===== src/rtl/cpu_ctx_pkg.sv =====
// Context-switch encodings and defaults. The CPU uses the same constants to decode troca_contexto.
package cpu_ctx_pkg;

  typedef enum logic [2:0] {
    ST_IDLE,
    ST_RUN,
    ST_SWITCH,
    ST_IOSW,
    ST_KERNEL
  } ctx_state_e;

  localparam logic [1:0] CTX_SWITCH = 2'b11;
  localparam logic [1:0] CTX_NONE   = 2'b00;
  localparam int         QDEF_DFLT  = 100;

endpackage


===== src/rtl/context_switch_ctrl_quantum_counter.sv =====
// Loadable, saturating down-counter that tracks the remaining quantum of the running process.
module quantum_counter #(
  parameter int          QW      = 16,
  parameter logic [QW-1:0] RST_VAL = '0
) (
  input  logic          clk,
  input  logic          reset,
  input  logic          load,
  input  logic [QW-1:0] load_val,
  input  logic          dec,
  output logic [QW-1:0] count,
  output logic          is_zero,
  output logic          is_one
);

  logic [QW-1:0] count_q, count_d;

  always_comb begin
    count_d = count_q;
    if (load)
      count_d = load_val;
    else if (dec && count_q != '0)
      count_d = count_q - QW'(1);
  end

  always_ff @(posedge clk or posedge reset) begin
    if (reset) count_q <= RST_VAL;
    else       count_q <= count_d;
  end

  assign count   = count_q;
  assign is_zero = (count_q == '0);
  assign is_one  = (count_q == QW'(1));

endmodule


===== src/rtl/context_switch_ctrl.sv =====
// Quantum-based preemption and IO-switch request generator that sits beside the CPU.
module context_switch_ctrl
  import cpu_ctx_pkg::*;
#(
  parameter int QW   = 16,
  parameter int QDEF = QDEF_DFLT,
  parameter int SCW  = 8
) (
  input  logic           clk,
  input  logic           reset,
  input  logic           enable,
  input  logic           instr_retired,
  input  logic           io_instr,
  input  logic           ctx_return,
  input  logic           quantum_load,
  input  logic [QW-1:0]  quantum_in,
  output logic [1:0]     troca_contexto,
  output logic           io_contexto,
  output logic           in_kernel,
  output logic [QW-1:0]  quantum_left,
  output logic [SCW-1:0] switch_count
);

  ctx_state_e     state_q, state_d;
  logic [QW-1:0]  quantum_reg_q, quantum_reg_d;
  logic [1:0]     troca_q, troca_d;
  logic           io_q, io_d;
  logic           in_kernel_q, in_kernel_d;
  logic [SCW-1:0] switch_count_q, switch_count_d;

  logic          q_ld, q_dec, q_zero, q_one;
  logic [QW-1:0] q_ld_val;

  quantum_counter #(.QW(QW), .RST_VAL(QW'(QDEF))) u_qcnt (
    .clk      (clk),
    .reset    (reset),
    .load     (q_ld),
    .load_val (q_ld_val),
    .dec      (q_dec),
    .count    (quantum_left),
    .is_zero  (q_zero),
    .is_one   (q_one)
  );

  always_comb begin
    state_d       = state_q;
    q_ld          = 1'b0;
    q_dec         = 1'b0;
    // A load arriving together with a resume takes effect immediately.
    q_ld_val      = quantum_load ? quantum_in : quantum_reg_q;
    quantum_reg_d = quantum_load ? quantum_in : quantum_reg_q;
    case (state_q)
      ST_IDLE: begin
        if (enable) begin
          state_d = ST_RUN;
          q_ld    = 1'b1;
        end
      end
      ST_RUN: begin
        q_dec = instr_retired && !q_zero;
        q_ld  = quantum_load;
        // IO beats disable beats expiry; a quantum load cancels a same-cycle expiry.
        if (io_instr)
          state_d = ST_IOSW;
        else if (!enable)
          state_d = ST_IDLE;
        else if (!quantum_load && quantum_reg_q != '0 && q_one && instr_retired)
          state_d = ST_SWITCH;
      end
      ST_SWITCH, ST_IOSW: state_d = ST_KERNEL;
      ST_KERNEL: begin
        if (ctx_return) begin
          state_d = ST_RUN;
          q_ld    = 1'b1;
        end
      end
      default: state_d = ST_IDLE;
    endcase

    troca_d        = (state_d == ST_SWITCH) ? CTX_SWITCH : CTX_NONE;
    io_d           = (state_d == ST_IOSW);
    in_kernel_d    = (state_d == ST_KERNEL);
    switch_count_d = switch_count_q + SCW'((state_d == ST_SWITCH) || io_d);
  end

  always_ff @(posedge clk or posedge reset) begin
    if (reset) begin
      state_q        <= ST_IDLE;
      quantum_reg_q  <= QW'(QDEF);
      troca_q        <= CTX_NONE;
      io_q           <= 1'b0;
      in_kernel_q    <= 1'b0;
      switch_count_q <= '0;
    end else begin
      state_q        <= state_d;
      quantum_reg_q  <= quantum_reg_d;
      troca_q        <= troca_d;
      io_q           <= io_d;
      in_kernel_q    <= in_kernel_d;
      switch_count_q <= switch_count_d;
    end
  end

  assign troca_contexto = troca_q;
  assign io_contexto    = io_q;
  assign in_kernel      = in_kernel_q;
  assign switch_count   = switch_count_q;

endmodule


===== config.mk =====
export PLATFORM = sky130hd
export DESIGN_NAME = context_switch_ctrl
export DESIGN_NICKNAME = d
export VERILOG_FILES = /design/src/rtl/cpu_ctx_pkg.sv /design/src/rtl/context_switch_ctrl_quantum_counter.sv /design/src/rtl/context_switch_ctrl.sv
export SDC_FILE = /design/constraint.sdc
export NUM_CORES = 1
export LEC_CHECK = 0
export ABC_AREA = 1
export ABC_CLOCK_PERIOD_IN_PS = 2009
export BUFFER_PORTS_ARGS = -buffer_cell sky130_fd_sc_hd__buf_4
export CAP_MARGIN = 0
export CORE_AREA = 5 5 69 87
export DETAILED_ROUTE_END_ITERATION = 10
export DIE_AREA = 0 0 74 92
export GPL_ROUTABILITY_DRIVEN = 1
export GPL_TIMING_DRIVEN = 1
export PLACE_DENSITY = 0.77
export SLEW_MARGIN = 20
export SYNTH_ARGS = -nofsm -noshare
export SYNTH_HDL_FRONTEND = slang
export SYNTH_SLANG_ARGS = --single-unit

===== constraint.sdc =====
create_clock -name clk -period 2.01 [get_ports clk]
set_input_delay 0.3015 -clock clk [delete_from_list [all_inputs] [get_ports clk]]
set_output_delay 0.3015 -clock clk [all_outputs]
set_load 0.03 [all_outputs]

==> results.cfg, run 1 <==
[final_layout]
antenna_cells = 0
syn_to_final_growth_pct = 35.74
nets = 404
fin_cells = 439
fin_util = 0.6482
drive_gt1_frac = 0.3581

[detailed_routing]
wl_per_cell_um = 13.79
drc = 0
vias = 2219
routed_wl_mm = 6.052
drt_iter0_drc = 215
drt_first_pass_iters = 4
vias_per_cell = 5.055
postRouteAntennaNets = 0

[grt]
overflow = 0
grt_pass1_wl_mm = 9.998
antenna_found_initial = 0
grt.total_usage = 0.1878
grt_max_degree = 28
grt_pass1_vias = 2253

[placed_design]
post-place-cells = 428
numPortBuffers = 50
pre_cts_ws_ps = -92.65
dp_hpwl_mm = 4.634
place_congestion = 0.8758

[synth]
async_reset_ff_frac = 1.000
ys_types = 27
ys_ff_latch = 46
synthFlopType = dfrtp_1
synth_nets = 327
syn_area_um2 = 2409
yosysMostFrequentCell = nand2_1
synthCells = 299
synth_enable_flop_cells = 0
yosysTopAreaCell = dfrtp_1
ys_seq_area_frac = 0.4810
yosysTopAreaCellShare = 0.4156
ys_top_cells_by_area = dfrtp_1, nand2_1, dfstp_2
synth_area_per_cell_um2 = 8.055
yosys_warnings = 0
ys_top_cells_by_count = nand2_1, dfrtp_1, nor2_1

[floorplanning]
num_rows = 29
start_util = 0.4775
dieWidth_um = 74
die_area_um2 = 6808
ioPinCount = 51
core-area_um2 = 5044
die_h_um = 92

[timing]
max-slew-margin-rel = 0.5061
tns_ps = 0
rsz0062_at_grt = yes
setup_slack_ps = 37.75
setup_violations = 0
hold_violations = 0
fmax_mhz = 507.0
post-route-min-period_ps = 1972
skew_ps = 3.778
timing.final.crit_share = 0.9812
worst_pin_slew_ps = 736.3
slew_viol_final = 0

[power]
irDropWorstVdd_uv = 1081
power_mw = 5.161
leakage_nw = 1.649
powerDensity_nw_per_um2 = 1579

[critical_path]
cp.arrival_ps = 2200
crit_required_ps = 2240
crit_fanout = 2
worst_setup_path_end_kind = flip-flop
start_kind = flip-flop
crit_type = flip-flop to flip-flop

[outcome]
status = finished, final reports clean

[clock_tree]
cts-root-buf = clkbuf_8
clock_sinks = 46
clk_pin_slew_worst_paths_ps = 80
h-tree-depth = 2
numCtsBuffers = 5
cts_tree = built
clockBufferDepth = 2
clk_latency_ps = 300

[run]
drv_cap = 0

[min_path]
hp-class = primary input to asynchronous set/reset pin
## power by group
group	switching [mW]	internal [mW]	total, mW	leakage (nW)
sequential	0.258	1.28	1.53	0.543
clock	0.321	0.371	0.692	0.0514
combinational	1.80	1.14	2.94	1.06
## per-layer routing
| layer | routed length, um | vias to the layer above | GRT usage |
|---|---|---|---|
| met4 | 145 | 0 | 0.06798 |
| met5 | 0 | - | 0 |
| met3 | 382 | 11 | 0.04595 |
| met1 | 2354 | 1044 | 0.2245 |
| met2 | 3169 | 70 | 0.3210 |
| li1 | - | 1094 | - |
## placed cells by master (no fill, tap or decap), types with 3 or more instances in the layout
cell | synthesis | final
nand2_1 | 104 | 102
buf_4 | 1 | 75
nor2_1 | 38 | 29
dfrtp_1 | 40 | 29
inv_1 | 28 | 25
nand3_1 | 27 | 22
xor2_1 | 11 | 11
dfrtp_2 | 0 | 11
nor2_2 | 0 | 7
o21ai_0 | 6 | 6
dfstp_2 | 6 | 6
nand3_2 | 1 | 5
o211ai_2 | 5 | 5
clkbuf_8 | 0 | 5
o211ai_1 | 4 | 4
inv_2 | 1 | 3
nand2_4 | 3 | 3
nand4_1 | 3 | 3
ha_4 | 0 | 3
## sequential cells by signal, indices dropped and copies added, names as in the netlist
name and count:
switch_count 8, state_q 3, u_qcnt.count 16, io_contexto 1, in_kernel 1, quantum_reg_q 16, troca_contexto 1
## layout make-up
class / instances / area (um^2)
Inverter: 30 / 117.6
Sequential cell: 46 / 1172
Fill cell: 447 / 1774
Clock buffer: 6 / 72.57
Multi-Input combinational cell: 217 / 1209
Tap cell: 62 / 77.57
Clock inverter: 2 / 37.54
Timing Repair Buffer: 76 / 583.1
## worst max-delay path, stage by stage (launching register included)
cell     delay [ps]
dfrtp_2         410
inv_2            70
ha_4            120
nand3_2          80
nor2_2          120
nand3_2          90
nand2_1          70
nand2_1          40
nand2_1          60
nand2_2          60
inv_2            70
ha_4            130
ha_4            150
nand3_4          80
nor3_2          180
xor2_1          160
## metrics by stage
| step | cell area (um^2) | hold slack (ps) |
|---|---|---|
| 2_1_floorplan | 2457 | 413.1 |
| 3_3_place_gp | 3059 | 360.0 |
| 3_5_place_dp | 3059 | 374.2 |
| 4_1_cts | 3182 | 41.99 |
| 5_1_grt | 3269 | 79.59 |
| 6_report | 3269 | 30.45 |
## final timing paths
| check | start | endpoint | slack (ps) | cells past startpoint |
|---|---|---|---|---|
| worst min register to register | switch_count[7] | switch_count[7] | 480 | 1 |
| max in group asynchronous | reset | u_qcnt.count[2] | 1380 | 3 |
| worst max register to register | u_qcnt.count[1] | switch_count[6] | 40 | 15 |
| worst max-delay path | u_qcnt.count[1] | switch_count[6] | 40 | 15 |
| worst min-delay path | reset | quantum_reg_q[12] | 30 | 2 |
| min in group clk | quantum_in[6] | quantum_reg_q[6] | 220 | 3 |
## timing repair
action | 4_1_cts | 5_1_grt
pin swaps | 2 | 7
buffers inserted | 0 | 3
hold buffers | 0 | 0
gates resized for setup | 4 | 15
setup endpoints to repair | 3 | 5
## kinds of logic (layout without fill, tap and decap cells)
| kind of cell | Yosys count | after routing | synth area share |
|---|---|---|---|
| flip-flops | 46 | 46 | 0.4810 |
| buffers and inverters | 36 | 114 | 0.06390 |
| multiplexers | 1 | 1 | 0.004156 |
| AND/OR/NAND/NOR | 180 | 180 | 0.3195 |
| XOR/XNOR | 13 | 13 | 0.04727 |
| adder cells (fa/ha/maj) | 5 | 5 | 0.02597 |
| AO/OA/AOI/OAI | 18 | 18 | 0.05818 |
Note: power is estimated with default switching activity, not from simulation.
==> run 2, diff against run 1 <==
==> constraint.sdc (replaced) <==
create_clock -name clk -period 2.01 [get_ports clk]
set_input_delay 0.201 -clock clk [delete_from_list [all_inputs] [get_ports clk]]
set_output_delay 0.201 -clock clk [all_outputs]
set_load 0.03 [all_outputs]
==> run 2 against run 1 <==
Non-clock buffer count shrank 1. Cell area shrank 0.31%. Global-route usage is 0.13 points higher. Worst hold slack gained 12 ps. Final cell count is 0.23% lower. Total power decreased by 2.0%. Maximum frequency is 0.52% lower. Sequential share of layout area rose by 0.11 points. Die area unchanged. First-iteration DRC count is 7.9% higher.
==> results.cfg, run 2 (synthesis results as in run 1) <==
[outcome]
status = finished, final reports clean

[detailed_routing]
vias = 2242
drt_iter0_drc = 232
routed_wl_mm = 6.122
drc = 0
drt_first_pass_iters = 4
postRouteAntennaNets = 0
vias_per_cell = 5.119
wl_per_cell_um = 13.98

[final_layout]
mostFrequentLayoutCell = nand2_1
seq_area_um2 = 1172
multi_input_area_um2 = 1242
fin_util = 0.6462
nets = 403
drive_gt1_frac = 0.3617
final_cell_mix = nand2_1, buf_4, dfrtp_1, nor2_1, inv_1
antenna_cells = 0
fin_cells = 438
fill_cells = 436
syn_to_final_growth_pct = 35.32

[timing]
holdWs_ps = 42.19
tns_ps = 0
timing.final.crit_share = 0.9864
max-slew-margin-rel = 0.6153
skew_ps = 3.105
hold_violations = 0
slew_viol_final = 0
fmax_mhz = 504.4
setup_violations = 0
worst_pin_slew_ps = 577.1
rsz0062_at_grt = yes
post-route-min-period_ps = 1983

[clock_tree]
clk_pin_slew_worst_paths_ps = 80
cts_tree = built
cts-root-buf = clkbuf_8
clock_sinks = 46
h-tree-depth = 2
numCtsBuffers = 5
clockBufferDepth = 2
clk_latency_ps = 300

[grt]
grt_pass1_vias = 2212
grt.total_usage = 0.1892
overflow = 0
grt_max_degree = 47
antenna_found_initial = 0
grt_pass1_wl_mm = 10.04

[floorplanning]
die_area_um2 = 6808
start_util = 0.4775
ioPinCount = 51
core-area_um2 = 5044
dieWidth_um = 74
die_h_um = 92
num_rows = 29

[placed_design]
numPortBuffers = 50
dp_hpwl_mm = 4.596
place_congestion = 0.8519
post-place-cells = 427

[critical_path]
crit_type = flip-flop to flip-flop
cpMostUsedCell = nand2_1
start_kind = flip-flop
worst_setup_path_end_kind = flip-flop
cp.arrival_ps = 2200
crit_required_ps = 2230
crit_fanout = 2
critical_path.max_stage_delay_ps = 430
crit_chain = nor2_4 > nand2_2 > nor2_4 > nand3_2 > nand2_1 > nand2_1 > nand2_1 > nand2_2 > inv_2 > ha_4 > ha_4 > nand3_4 > nor3_4 > xor2_1
slowest_stage = dfrtp_2
rrSetupSlack_ps = 30

[power]
power_mw = 5.057
irDropWorstVdd_uv = 1004
leakage_nw = 1.642
powerDensity_nw_per_um2 = 1551

[min_path]
hp-class = primary input to asynchronous set/reset pin

[run]
drv_cap = 0
-- run 2: per-layer routing --
metal / global-route usage / share of wire / up-vias
li1: - / - / 1103
met1: 0.2301 / 0.39 / 1062
met2: 0.3291 / 0.54 / 66
met3: 0.03829 / 0.054 / 11
met4: 0.05891 / 0.019 / 0
met5: 0 / 0 / -
-- run 2: cell type report --
| type | instances | share of cell area |
|---|---|---|
| multi-input combinational | 217 | 0.3812 |
| clock inverter | 2 | 0.004223 |
| clock buffer | 6 | 0.02226 |
| sequential | 46 | 0.3597 |
| timing repair buffer | 75 | 0.1727 |
| inverter | 30 | 0.03608 |
| tap | 62 | 0.02380 |
-- run 2: path summary, 6_finish.rpt --
kind | endpoint | start | cells after the start
setup / recovery | switch_count[6] | u_qcnt.count[10] | 14
hold / removal | quantum_reg_q[3] | reset | 3
setup reg to reg | switch_count[6] | u_qcnt.count[10] | 14
hold reg to reg | switch_count[7] | switch_count[7] | 1
max in group asynchronous | u_qcnt.count[4] | reset | 3
min in group clk | quantum_reg_q[6] | quantum_in[6] | 3
-- run 2: stage by stage --
| step | setup WS, ps | cell area, um^2 |
|---|---|---|
| after floorplan | 1.184 | 2457 |
| after global placement | -7.942 | 3039 |
| after detailed placement | -143.5 | 3039 |
| after CTS | 6.010 | 3156 |
| after global routing | -115.7 | 3259 |
| final | 27.43 | 3259 |
-- run 2: where the power goes --
| group | switching [mW] | internal [mW] | leakage (nW) |
|---|---|---|---|
| sequential | 0.284 | 1.28 | 0.543 |
| clock | 0.316 | 0.246 | 0.0452 |
| combinational | 1.81 | 1.13 | 1.05 |
| total | 2.41 | 2.65 | 1.64 |
-- run 2: worst max-delay path, delay by kind of cell (launching register included) --
| kind | cells | cell delay [ps] |
|---|---|---|
| xor gates and xnor gates | 1 | 180 |
| adders and majority gates | 2 | 280 |
| DFF | 1 | 430 |
| and+or+nand+nor | 10 | 940 |
| buffers and inverters | 1 | 60 |
-- run 2: repair_timing --
item,4_1_cts,5_1_grt
gates cloned,0,0
gates resized for setup,5,21
setup buffers,1,2
endpoints found under the setup margin,3,5
hold buffers,0,0
pin swaps,5,12
==> run 3, diff against run 2 <==
--- a/config.mk
+++ b/config.mk
@@ -15,6 +15,7 @@
 export GPL_ROUTABILITY_DRIVEN = 1
 export GPL_TIMING_DRIVEN = 1
 export PLACE_DENSITY = 0.77
+export SETUP_SLACK_MARGIN = 0.05
 export SLEW_MARGIN = 20
 export SYNTH_ARGS = -nofsm -noshare
 export SYNTH_HDL_FRONTEND = slang
==> run 3 against run 2 <==
Clock power grew 7.7%. Sequential cell count did not move. Cell area is 1.8% lower. Combinational power down 2%. Final cell count is 1.4% lower. Die area unchanged. Setup slack better by 5.7 ps. Critical path type unchanged.
==> results.cfg, run 3 (synthesis results as in run 1) <==
[outcome]
status = finished, final reports clean

[power]
leakage_nw = 1.605
powerDensity_nw_per_um2 = 1566
irDropWorstVdd_uv = 950.4
power_mw = 5.015

[timing]
max-slew-margin-rel = 0.6258
rsz0062_at_grt = yes
fmax_mhz = 505.9
slew_viol_final = 0
tns_ps = 0
post-route-min-period_ps = 1977
worst_pin_slew_ps = 561.2
hold_violations = 0
skew_ps = 5.782
setup_violations = 0
timing.final.crit_share = 0.9835

[detailed_routing]
drc = 0
drt_first_pass_iters = 4
vias = 2178
routed_wl_mm = 6.000
wl_per_cell_um = 13.89
vias_per_cell = 5.042
drt_iter0_drc = 165
postRouteAntennaNets = 0

[final_layout]
nets = 397
drive_gt1_frac = 0.3541
mostFrequentLayoutCell = nand2_1
syn_to_final_growth_pct = 32.94
seq_area_um2 = 1172
multi_input_area_um2 = 1222
final_cell_mix = nand2_1, buf_4, dfrtp_1, nor2_1, inv_1
fin_util = 0.6348
fin_area_um2 = 3202
antenna_cells = 0
fill_cells = 434

[critical_path]
start_kind = flip-flop
crit_required_ps = 2250
crit_type = flip-flop to flip-flop
crit_fanout = 2
worstRegToRegCells = 14
cp.arrival_ps = 2210
worst_setup_path_end_kind = flip-flop

[placed_design]
dpl_cell_area_um2 = 3012
place_congestion = 0.9147
dp_hpwl_mm = 4.485
numPortBuffers = 50

[clock_tree]
h-tree-depth = 2
clock_sinks = 46
clk_latency_ps = 310
clk_pin_slew_worst_paths_ps = 90
numCtsBuffers = 5
clockBufferDepth = 2
cts-hold-fix-buffers = 0
cts-root-buf = clkbuf_8
cts_tree = built

[floorplanning]
ioPinCount = 51
num_rows = 29
die_area_um2 = 6808
start_util = 0.4775
dieWidth_um = 74
core-area_um2 = 5044
die_h_um = 92

[grt]
antenna_found_initial = 0
grt.total_usage = 0.1903
overflow = 0
grt_max_degree = 47
grt_pass1_vias = 2225
grt_pass1_wl_mm = 10.12

[min_path]
hp-class = primary input to asynchronous set/reset pin

[run]
drv_cap = 0
## run 3: area by class of cell
type,instances,area share
Clock buffer,5,0.02149
Sequential cell,46,0.3662
Clock inverter,3,0.007816
Tap cell,62,0.02423
Inverter,30,0.03673
Timing Repair Buffer,69,0.1618
Multi-Input combinational cell,217,0.3818
## run 3: critical path: stages (launching register included)
cell and delay (ps):
dfrtp_2 430, nor2_4 120, nand3_1 110, nor2_4 140
nand3_2 90, nand2_1 70, nand2_1 40, nand2_1 70
nand2_2 60, inv_2 60, ha_4 140, ha_4 150
nand3_4 90, nor3_4 140, xor2_1 170
## run 3: layer usage
| layer | vias up | GRT usage | routed length, um |
|---|---|---|---|
| met5 | - | 0 | 0 |
| met4 | 0 | 0.09366 | 232 |
| met3 | 18 | 0.03611 | 324 |
| met2 | 71 | 0.3136 | 2995 |
| met1 | 1012 | 0.2333 | 2448 |
| li1 | 1077 | - | - |
## run 3: report_power, final
part / internal [mW] / switching, mW
clock network: 0.251 / 0.353
registers: 1.28 / 0.269
logic: 1.08 / 1.79
total: 2.60 / 2.41
## run 3: final timing paths
path | startpoint | end | slack (ps)
min | reset | u_qcnt.count[14] | 20
max in group asynchronous | reset | u_qcnt.count[3] | 1570
min in group clk | quantum_in[3] | quantum_reg_q[3] | 110
max reg2reg | u_qcnt.count[12] | switch_count[6] | 30
max | u_qcnt.count[12] | switch_count[6] | 30
min reg2reg | quantum_reg_q[6] | quantum_reg_q[6] | 490
## run 3: what timing repair did
action                     4_1_cts  5_1_grt
pin swaps                        6        4
resized for setup                7       10
setup buffers                    4        0
setup endpoints to repair        2        5
## run 3: per-stage QoR
step	hold slack (ps)	instances	setup WS, ps
floorplan	312.6	299	53.75
global placement	378.5	420	46.37
detailed placement	383.8	420	-99.85
CTS	47.59	432	17.64
global route	77.81	432	-94.02
finish	18.37	432	33.17
